`src/rtl/mem_scan_pkg.sv`:
```
// Shared types for the memory sweep engine: controller states and scan modes.
package mem_scan_pkg;

    typedef enum logic [1:0] {
        IDLE  = 2'd0,
        RUN   = 2'd1,
        DRAIN = 2'd2,
        DONE  = 2'd3
    } scan_state_e;

    typedef enum logic {
        SCAN_ONCE = 1'b0,
        SCAN_WRAP = 1'b1
    } scan_mode_e;

endpackage

```
`src/rtl/scan_valid_pipe.sv`:
```
// Valid-bit shift register that follows issued reads through the fixed
// memory latency; the oldest bit marks the cycle whose read data is valid.
module scan_valid_pipe #(
    parameter int RD_LAT = 1
) (
    input  logic clk,
    input  logic nrst,
    input  logic issue_i,
    output logic data_vld_o,
    output logic empty_o
);

    localparam logic [RD_LAT-1:0] OLDEST = RD_LAT'(1) << (RD_LAT - 1);

    logic [RD_LAT-1:0] vld_q;
    logic [RD_LAT-1:0] vld_d;

    assign vld_d      = (vld_q << 1) | RD_LAT'(issue_i);
    assign data_vld_o = vld_q[RD_LAT-1];
    // Empty means nothing remains in flight once the oldest entry retires this cycle.
    assign empty_o    = ((vld_q & ~OLDEST) == '0);

    always_ff @(posedge clk or posedge nrst) begin
        if (nrst) begin
            vld_q <= '0;
        end else begin
            vld_q <= vld_d;
        end
    end

endmodule

```
`src/rtl/mem_scan_engine.sv`:
```
// Memory sweep engine: issues strided reads from base to limit (once or
// wrapping) and accumulates a word count and checksum of the returned data.
module mem_scan_engine
    import mem_scan_pkg::*;
#(
    parameter int ADDR_W = 32,
    parameter int DATA_W = 32,
    parameter int STRIDE = 4,
    parameter int RD_LAT = 1,
    parameter int CNT_W  = 16
) (
    input  logic              clk,
    input  logic              nrst,
    input  logic              start_i,
    input  logic              abort_i,
    input  logic              mode_i,
    input  logic [ADDR_W-1:0] base_addr_i,
    input  logic [ADDR_W-1:0] limit_addr_i,
    output logic [ADDR_W-1:0] rd_addr_o,
    output logic              rd_en_o,
    input  logic [DATA_W-1:0] rd_data_i,
    output logic              busy_o,
    output logic              done_o,
    output logic              cfg_err_o,
    output logic [CNT_W-1:0]  word_cnt_o,
    output logic [CNT_W-1:0]  pass_cnt_o,
    output logic [DATA_W-1:0] checksum_o
);

    localparam logic [1:0] ST_IDLE  = IDLE;
    localparam logic [1:0] ST_RUN   = RUN;
    localparam logic [1:0] ST_DRAIN = DRAIN;
    localparam logic [1:0] ST_DONE  = DONE;

    localparam logic [ADDR_W-1:0] ALIGN_MASK = ADDR_W'(STRIDE - 1);
    localparam logic [ADDR_W-1:0] STRIDE_INC = ADDR_W'(STRIDE);

    logic [1:0]        state_q,    state_d;
    logic [ADDR_W-1:0] addr_q,     addr_d;
    logic [ADDR_W-1:0] base_q,     base_d;
    logic [ADDR_W-1:0] limit_q,    limit_d;
    scan_mode_e        mode_q,     mode_d;
    logic              cfg_err_q,  cfg_err_d;
    logic [CNT_W-1:0]  word_cnt_q, word_cnt_d;
    logic [CNT_W-1:0]  pass_cnt_q, pass_cnt_d;
    logic [DATA_W-1:0] checksum_q, checksum_d;

    logic rd_en;
    logic data_vld;
    logic pipe_empty;
    logic cfg_bad;
    logic at_limit;

    assign cfg_bad  = (limit_addr_i < base_addr_i) ||
                      (((base_addr_i | limit_addr_i) & ALIGN_MASK) != '0);
    // Equality stop keeps the address adder from ever rolling past the top.
    assign at_limit = (addr_q == limit_q);
    assign rd_en    = (state_q == ST_RUN) && !abort_i;

    scan_valid_pipe #(.RD_LAT(RD_LAT)) u_valid_pipe (
        .clk        (clk),
        .nrst       (nrst),
        .issue_i    (rd_en),
        .data_vld_o (data_vld),
        .empty_o    (pipe_empty)
    );

    always_comb begin
        state_d    = state_q;
        addr_d     = addr_q;
        base_d     = base_q;
        limit_d    = limit_q;
        mode_d     = mode_q;
        cfg_err_d  = cfg_err_q;
        word_cnt_d = word_cnt_q;
        pass_cnt_d = pass_cnt_q;
        checksum_d = checksum_q;

        case (state_q)
            ST_IDLE: begin
                if (start_i) begin
                    base_d     = base_addr_i;
                    limit_d    = limit_addr_i;
                    mode_d     = scan_mode_e'(mode_i);
                    addr_d     = base_addr_i;
                    word_cnt_d = '0;
                    pass_cnt_d = '0;
                    checksum_d = '0;
                    cfg_err_d  = cfg_bad;
                    state_d    = cfg_bad ? ST_DONE : ST_RUN;
                end
            end
            ST_RUN: begin
                if (abort_i) begin
                    state_d = ST_DRAIN;
                end else if (!at_limit) begin
                    addr_d = addr_q + STRIDE_INC;
                end else if (mode_q == SCAN_WRAP) begin
                    addr_d     = base_q;
                    pass_cnt_d = pass_cnt_q + CNT_W'(1);
                end else begin
                    state_d = ST_DRAIN;
                end
            end
            ST_DRAIN: begin
                if (pipe_empty) begin
                    state_d = ST_DONE;
                end
            end
            default: begin
                state_d = ST_IDLE;
            end
        endcase

        if (data_vld) begin
            word_cnt_d = word_cnt_q + CNT_W'(1);
            checksum_d = checksum_q + rd_data_i;
        end
    end

    always_ff @(posedge clk or posedge nrst) begin
        if (nrst) begin
            state_q    <= ST_IDLE;
            addr_q     <= '0;
            base_q     <= '0;
            limit_q    <= '0;
            mode_q     <= SCAN_ONCE;
            cfg_err_q  <= 1'b0;
            word_cnt_q <= '0;
            pass_cnt_q <= '0;
            checksum_q <= '0;
        end else begin
            state_q    <= state_d;
            addr_q     <= addr_d;
            base_q     <= base_d;
            limit_q    <= limit_d;
            mode_q     <= mode_d;
            cfg_err_q  <= cfg_err_d;
            word_cnt_q <= word_cnt_d;
            pass_cnt_q <= pass_cnt_d;
            checksum_q <= checksum_d;
        end
    end

    assign rd_addr_o  = addr_q;
    assign rd_en_o    = rd_en;
    assign busy_o     = (state_q == ST_RUN) || (state_q == ST_DRAIN);
    assign done_o     = (state_q == ST_DONE);
    assign cfg_err_o  = cfg_err_q;
    assign word_cnt_o = word_cnt_q;
    assign pass_cnt_o = pass_cnt_q;
    assign checksum_o = checksum_q;

endmodule

```
`config.mk`:
```
export PLATFORM = sky130hd
export DESIGN_NAME = mem_scan_engine
export DESIGN_NICKNAME = d
export VERILOG_FILES = /design/src/rtl/mem_scan_pkg.sv /design/src/rtl/scan_valid_pipe.sv /design/src/rtl/mem_scan_engine.sv
export SDC_FILE = /design/constraint.sdc
export NUM_CORES = 1
export LEC_CHECK = 0
export ABC_AREA = 0
export CORE_MARGIN = 5
export CORE_UTILIZATION = 53
export DETAILED_ROUTE_END_ITERATION = 12
export GPL_ROUTABILITY_DRIVEN = 0
export PLACE_DENSITY = 0.82
export SETUP_SLACK_MARGIN = 0.1
export SKIP_CTS_REPAIR_TIMING = 1
export SYNTH_ARGS = -nofsm -noshare
export SYNTH_HDL_FRONTEND = slang
export SYNTH_HIERARCHICAL = 1
export SYNTH_SLANG_ARGS = --single-unit
```
`constraint.sdc`:
```
create_clock -name clk -period 6.11 [get_ports clk]
set_clock_uncertainty 0.05 [all_clocks]
set_input_delay 0.611 -clock clk [delete_from_list [all_inputs] [get_ports clk]]
set_output_delay 0.611 -clock clk [all_outputs]
set_load 0.02 [all_outputs]
```
Word level (Yosys, flattened, before mapping):

Index checks and enable logic that the tools add are counted.

* add/subtract/negate cells: 4
* order comparisons: 1
* eq/ne operators: 11
* mux-type cells: 21
* bitwise gates (word level): 1
* reduce and logical (&&, ||, !) cells: 14

Operators by type and width (number)
* $mux W32: 7
* $mux W16: 6
* $pmux W32 S2: 1
* $add A16 B1 Y16 const B: 2
* $add A32 B3 Y32 const B: 1
* $add A32 B32 Y32: 1
* $eq A32 B32 Y1: 1
* $lt A32 B32 Y1: 1
* $pmux W16 S2: 1
* $reduce_bool A32 Y1: 1
* $mux W2: 5
* $ne A3 B3 Y1 const B: 3
* $ne A2 B2 Y1 const B: 4
* $pmux W2 S3: 1
* $reduce_bool A2 Y1: 3
* $reduce_and A5 Y1: 1
* $eq A2 B2 Y1 const B: 2
* $reduce_and A2 Y1: 2
* $reduce_and A4 Y1: 1
* $reduce_and A3 Y1: 1
* $eq A2 B1 Y1 const B: 1
* $logic_not A2 Y1: 1
* $logic_or A1 B1 Y1: 2
* $or A2 B2 Y2: 1
* other kinds (2): 2

* bits in registers: 165
* bits of input ports: 101
* output and inout bits: 100
* word-level logic and storage cells: 62

Depth between registers and ports, before layout:

* word-level depth: 6
* mapped depth: 11
* mapped depth without buffers: 11

Modules after synthesis:

Netlist, hierarchy kept.

By module, submodules not included
* mem_scan_engine: instances 1, cells an instance 1113, area an instance 10102.2 µm², seq. area each 4103.9 µm²
* scan_valid_pipe: instances 1, cells an instance 4, area an instance 40.0 µm², seq. area each 25.0 µm²

Worst setup path after synthesis:

No wires, ideal clock.

* kind: input to register
* start: input rd_data_i[0]
* end: register checksum_q[28], in the netlist checksum_o[28]
* setup time: 0.130 ns
* arrival time: 3.075 ns
* required time: 5.930 ns
* path slack: 2.855 ns
* cell stages on the path: 11
* buffers on the path: 0
* path through: ha_1 > fa_1 > a211oi_1 > o21bai_1 > a2111o_1 > a41o_1 > a41oi_2 > o311ai_1 > a31oi_1 > xor2_1 > o21ai_1

* word-level cells in the longest chain between the ends: 2

Ends and longest elaborated chain
* from (decl): RTL line mem_scan_engine.sv:21 `input logic [DATA_W-1:0] rd_data_i,`
* $add A32 B32 Y32: RTL line mem_scan_engine.sv:117 `checksum_d = checksum_q + rd_data_i;`
* $mux W32: RTL line mem_scan_engine.sv:115 `if (data_vld) begin`
* to (signal assigned): RTL line mem_scan_engine.sv:141 `checksum_q <= checksum_d;`
* to (decl): RTL line mem_scan_engine.sv:46 `logic [DATA_W-1:0] checksum_q, checksum_d;`

No other way between the ends.
A chain may end at the register's enable or synchronous reset.

Worst setup path after layout:

Same ends and word-level chain as after synthesis.

==> run_results.csv <==
group,metric,value,unit
run_status,status,"finished, final reports clean",
yosys,synth.area.top_cells,"sky130_fd_sc_hd__dfrtp_1 41%, sky130_fd_sc_hd__ha_1 8.6%, sky130_fd_sc_hd__o21ai_0 6.6%",
placement,place.detailed.hpwl,20200,microns
final_layout,final_core_util,0.689,
die,top_level_ports,201,
worst_setup_path,worst_endpoint_required_time,6.36,ns
yosys,postSynth.asyncResetShare,1.00,
yosys,yosys.cell_count.top_type,"sky130_fd_sc_hd__dfrtp_1",
worst_setup_path,timing.reg2reg.setup_slack,2.74,ns
worst_setup_path,reg2regPathDepth,11,
yosys,postSynthRegisterBits,165,
yosys,syn_area,10100,sq um
grt,gr-total-overflow,0,
clocking,ctsRootBufferMaster,"sky130_fd_sc_hd__clkbuf_16",
yosys,ys_dominant_reg_cell,"sky130_fd_sc_hd__dfrtp_1",
routing,drt-total-wl,27700,microns
placement,preCtsSetupSlack,2.12,ns
yosys,post-synth-top-area-fraction,0.407,
pwr,p_leak,5.77,nW
clocking,cts_sinks,165,
sta,tightest_slew,1.26,ns
sta,totalNegativeSetupSlack,0,ns
routing,wl_per_cell,17.9,microns
sta,timing.final.setup_violations,0,
grt,grt_antenna_before_repair,0,
sta,setup_ws,2.53,ns
clocking,cts_buffers,17,
die,design.die.area,22000,sq um
clocking,cts_htree_levels,4,
worst_setup_path,crit_path_max_fanout,5,
yosys,synth_common_cells,"165 x sky130_fd_sc_hd__dfrtp_1, 150 x sky130_fd_sc_hd__nand2_1, 133 x sky130_fd_sc_hd__o21ai_0",
die,die_width,148,microns
yosys,yosys_warnings,6,
die,die_h,148,microns
yosys,synth_largest_area_cell,"sky130_fd_sc_hd__dfrtp_1",
routing,dr_total_vias,8911,
sta,timing.final.crit_period,3.58,ns
worst_setup_path,crit_type,"primary input to flop",
final_layout,final_layout_size_suffix_gt1_frac,0.0664,
final_layout,insertedDiodeCount,0,
sta,layout_worst_path_cycle_share,0.586,
grt,grt_usage,0.251,
run,cap_viol_max_count,0,
yosys,synth_edf_count,0,
pwr,vdd_ir_drop_max,0.000256,V
worst_setup_path,worst_r2r_endpoint,"checksum_o[28]",
routing,antenna_left,0,
die,row_count,50,
clocking,clock_latency,0.43,ns
grt,global_route_wire_length_before_repair,44600,microns
final_layout,final_nets,1469,
clocking,cts_tree,"yes",
worst_setup_path,r2r_start,"checksum_o[0]",
yosys,syn-mean-instance-area,9.08,sq um
yosys,syn-instance-count,1117,
pwr,power.density_cell_area,468,nW/um^2
yosys,synth.lib_cells_used.distinct,62,
die,start_util,0.540,
yosys,syn-num-nets,1289,
grt,grt_max_degree,115,
routing,first_pass_detailed_route_iteration_total,5,
sta,rsz0062_at_grt,"false",
worst_setup_path,cp-end-kind,"flop",
routing,drt_iter0_markers,604,
worst_setup_path,crit_arrival,3.83,ns
sta,timing.slew.headroom,0.156,
clocking,cts_buffer_depth,2,
min_path,min_path_type,"primary input to asynchronous set/reset pin",
worst_setup_path,critPathLaunchType,"primary input",
die,design.core.area,18800,sq um
sta,achievable-frequency,279,MHz
clocking,cts.reportedPaths.clkPinSlew,0.07,ns
grt,first_global_vias,8803,
placement,port_buffers,200,
sta,report.final.hold_viol_count,0,
routing,drt-vias-per-instance,5.77,
routing,route.detailed.drc,0,
sta,report.final.slew_viol_count,0,
final_layout,area_growth,27.4,%
yosys,seq_area_frac_synth,0.407,
-- per-stage QoR --
step	hold WS [ns]	total power, mW	instances	area [sq um]
floorplan	0.290	3.88	1117	10100
global placement	0.410	4.83	1512	12300
detailed placement	0.420	4.93	1512	12300
CTS	0.383	6.06	1544	12900
global route	0.410	6.47	1544	12900
finish	0.397	6.05	1544	12900
-- how the worst max path moves through the flow --
stage                 startpoint        endpoint  slack, ns  depth (start not counted)
floorplan                   nrst       base_q[0]       1.02                          1
global placement    rd_data_i[0]  checksum_o[28]       2.17                         12
detailed placement  rd_data_i[0]  checksum_o[28]       2.12                         12
CTS                 rd_data_i[0]  checksum_o[28]       2.59                         12
global route        rd_data_i[0]  checksum_o[28]       2.34                         12
finish              rd_data_i[0]  checksum_o[28]       2.53                         12
-- cell type report --
cell class	count	area, sq um
multi-input combinational	849	5630
clock buffer	20	447
sequential	165	4130
clock inverter	12	154
tap	234	293
inverter	57	219
timing repair buffer	207	2050
fill	1443	5840
-- routing by layer --
| layer | track usage | part of all wire |
|---|---|---|
| met4 | 0.100 | 0.034 |
| met3 | 0.0475 | 0.070 |
| met5 | 0 | 0 |
| met1 | 0.329 | 0.42 |
| met2 | 0.412 | 0.48 |
-- placed cells by master, fill, tap and decap left out, types with 33 or more instances in the layout --
cell	n
sky130_fd_sc_hd__nand2_1	148
sky130_fd_sc_hd__o21ai_0	133
sky130_fd_sc_hd__xnor2_1	52
sky130_fd_sc_hd__xor2_1	33
sky130_fd_sc_hd__nor2_1	65
sky130_fd_sc_hd__dfrtp_1	165
sky130_fd_sc_hd__a21oi_1	62
sky130_fd_sc_hd__mux2_2	35
sky130_fd_sc_hd__inv_1	56
sky130_fd_sc_hd__mux2i_1	33
sky130_fd_sc_hd__ha_1	69
sky130_fd_sc_hd__clkdlybuf4s50_1	200
sky130_fd_sc_hd__nand3_1	35
-- state kept, by name, summed over array words and instances (netlist names) --
name,cells
pass_cnt_o,16
rd_addr_o,32
state_q,2
checksum_o,32
mode_q,1
base_q,32
limit_q,32
word_cnt_o,16
cfg_err_o,1
u_valid_pipe/data_vld_o,1
-- critical path: stages --
cell,delay (ns)
sky130_fd_sc_hd__clkdlybuf4s50_1,0.41
sky130_fd_sc_hd__ha_1,0.24
sky130_fd_sc_hd__fa_1,0.43
sky130_fd_sc_hd__a211oi_1,0.31
sky130_fd_sc_hd__o21bai_1,0.14
sky130_fd_sc_hd__a2111o_1,0.43
sky130_fd_sc_hd__a41o_1,0.29
sky130_fd_sc_hd__a41oi_2,0.35
sky130_fd_sc_hd__o311ai_1,0.18
sky130_fd_sc_hd__a31oi_1,0.21
sky130_fd_sc_hd__xor2_1,0.16
sky130_fd_sc_hd__o21ai_1,0.06
-- kinds of logic after synthesis --
family | share of synthesized area
other cells | 0.000370
compound gates | 0.163
mux | 0.0714
simple gates | 0.155
xor+xnor | 0.0750
buf+inv | 0.0395
flops | 0.407
fa+ha+maj | 0.0883
-- power by group --
group	switching (mW)	internal, mW
Clock	0.456	0.655
Combinational	1.61	1.35
Sequential	0.453	1.53
(Power assumes the default switching activity.)
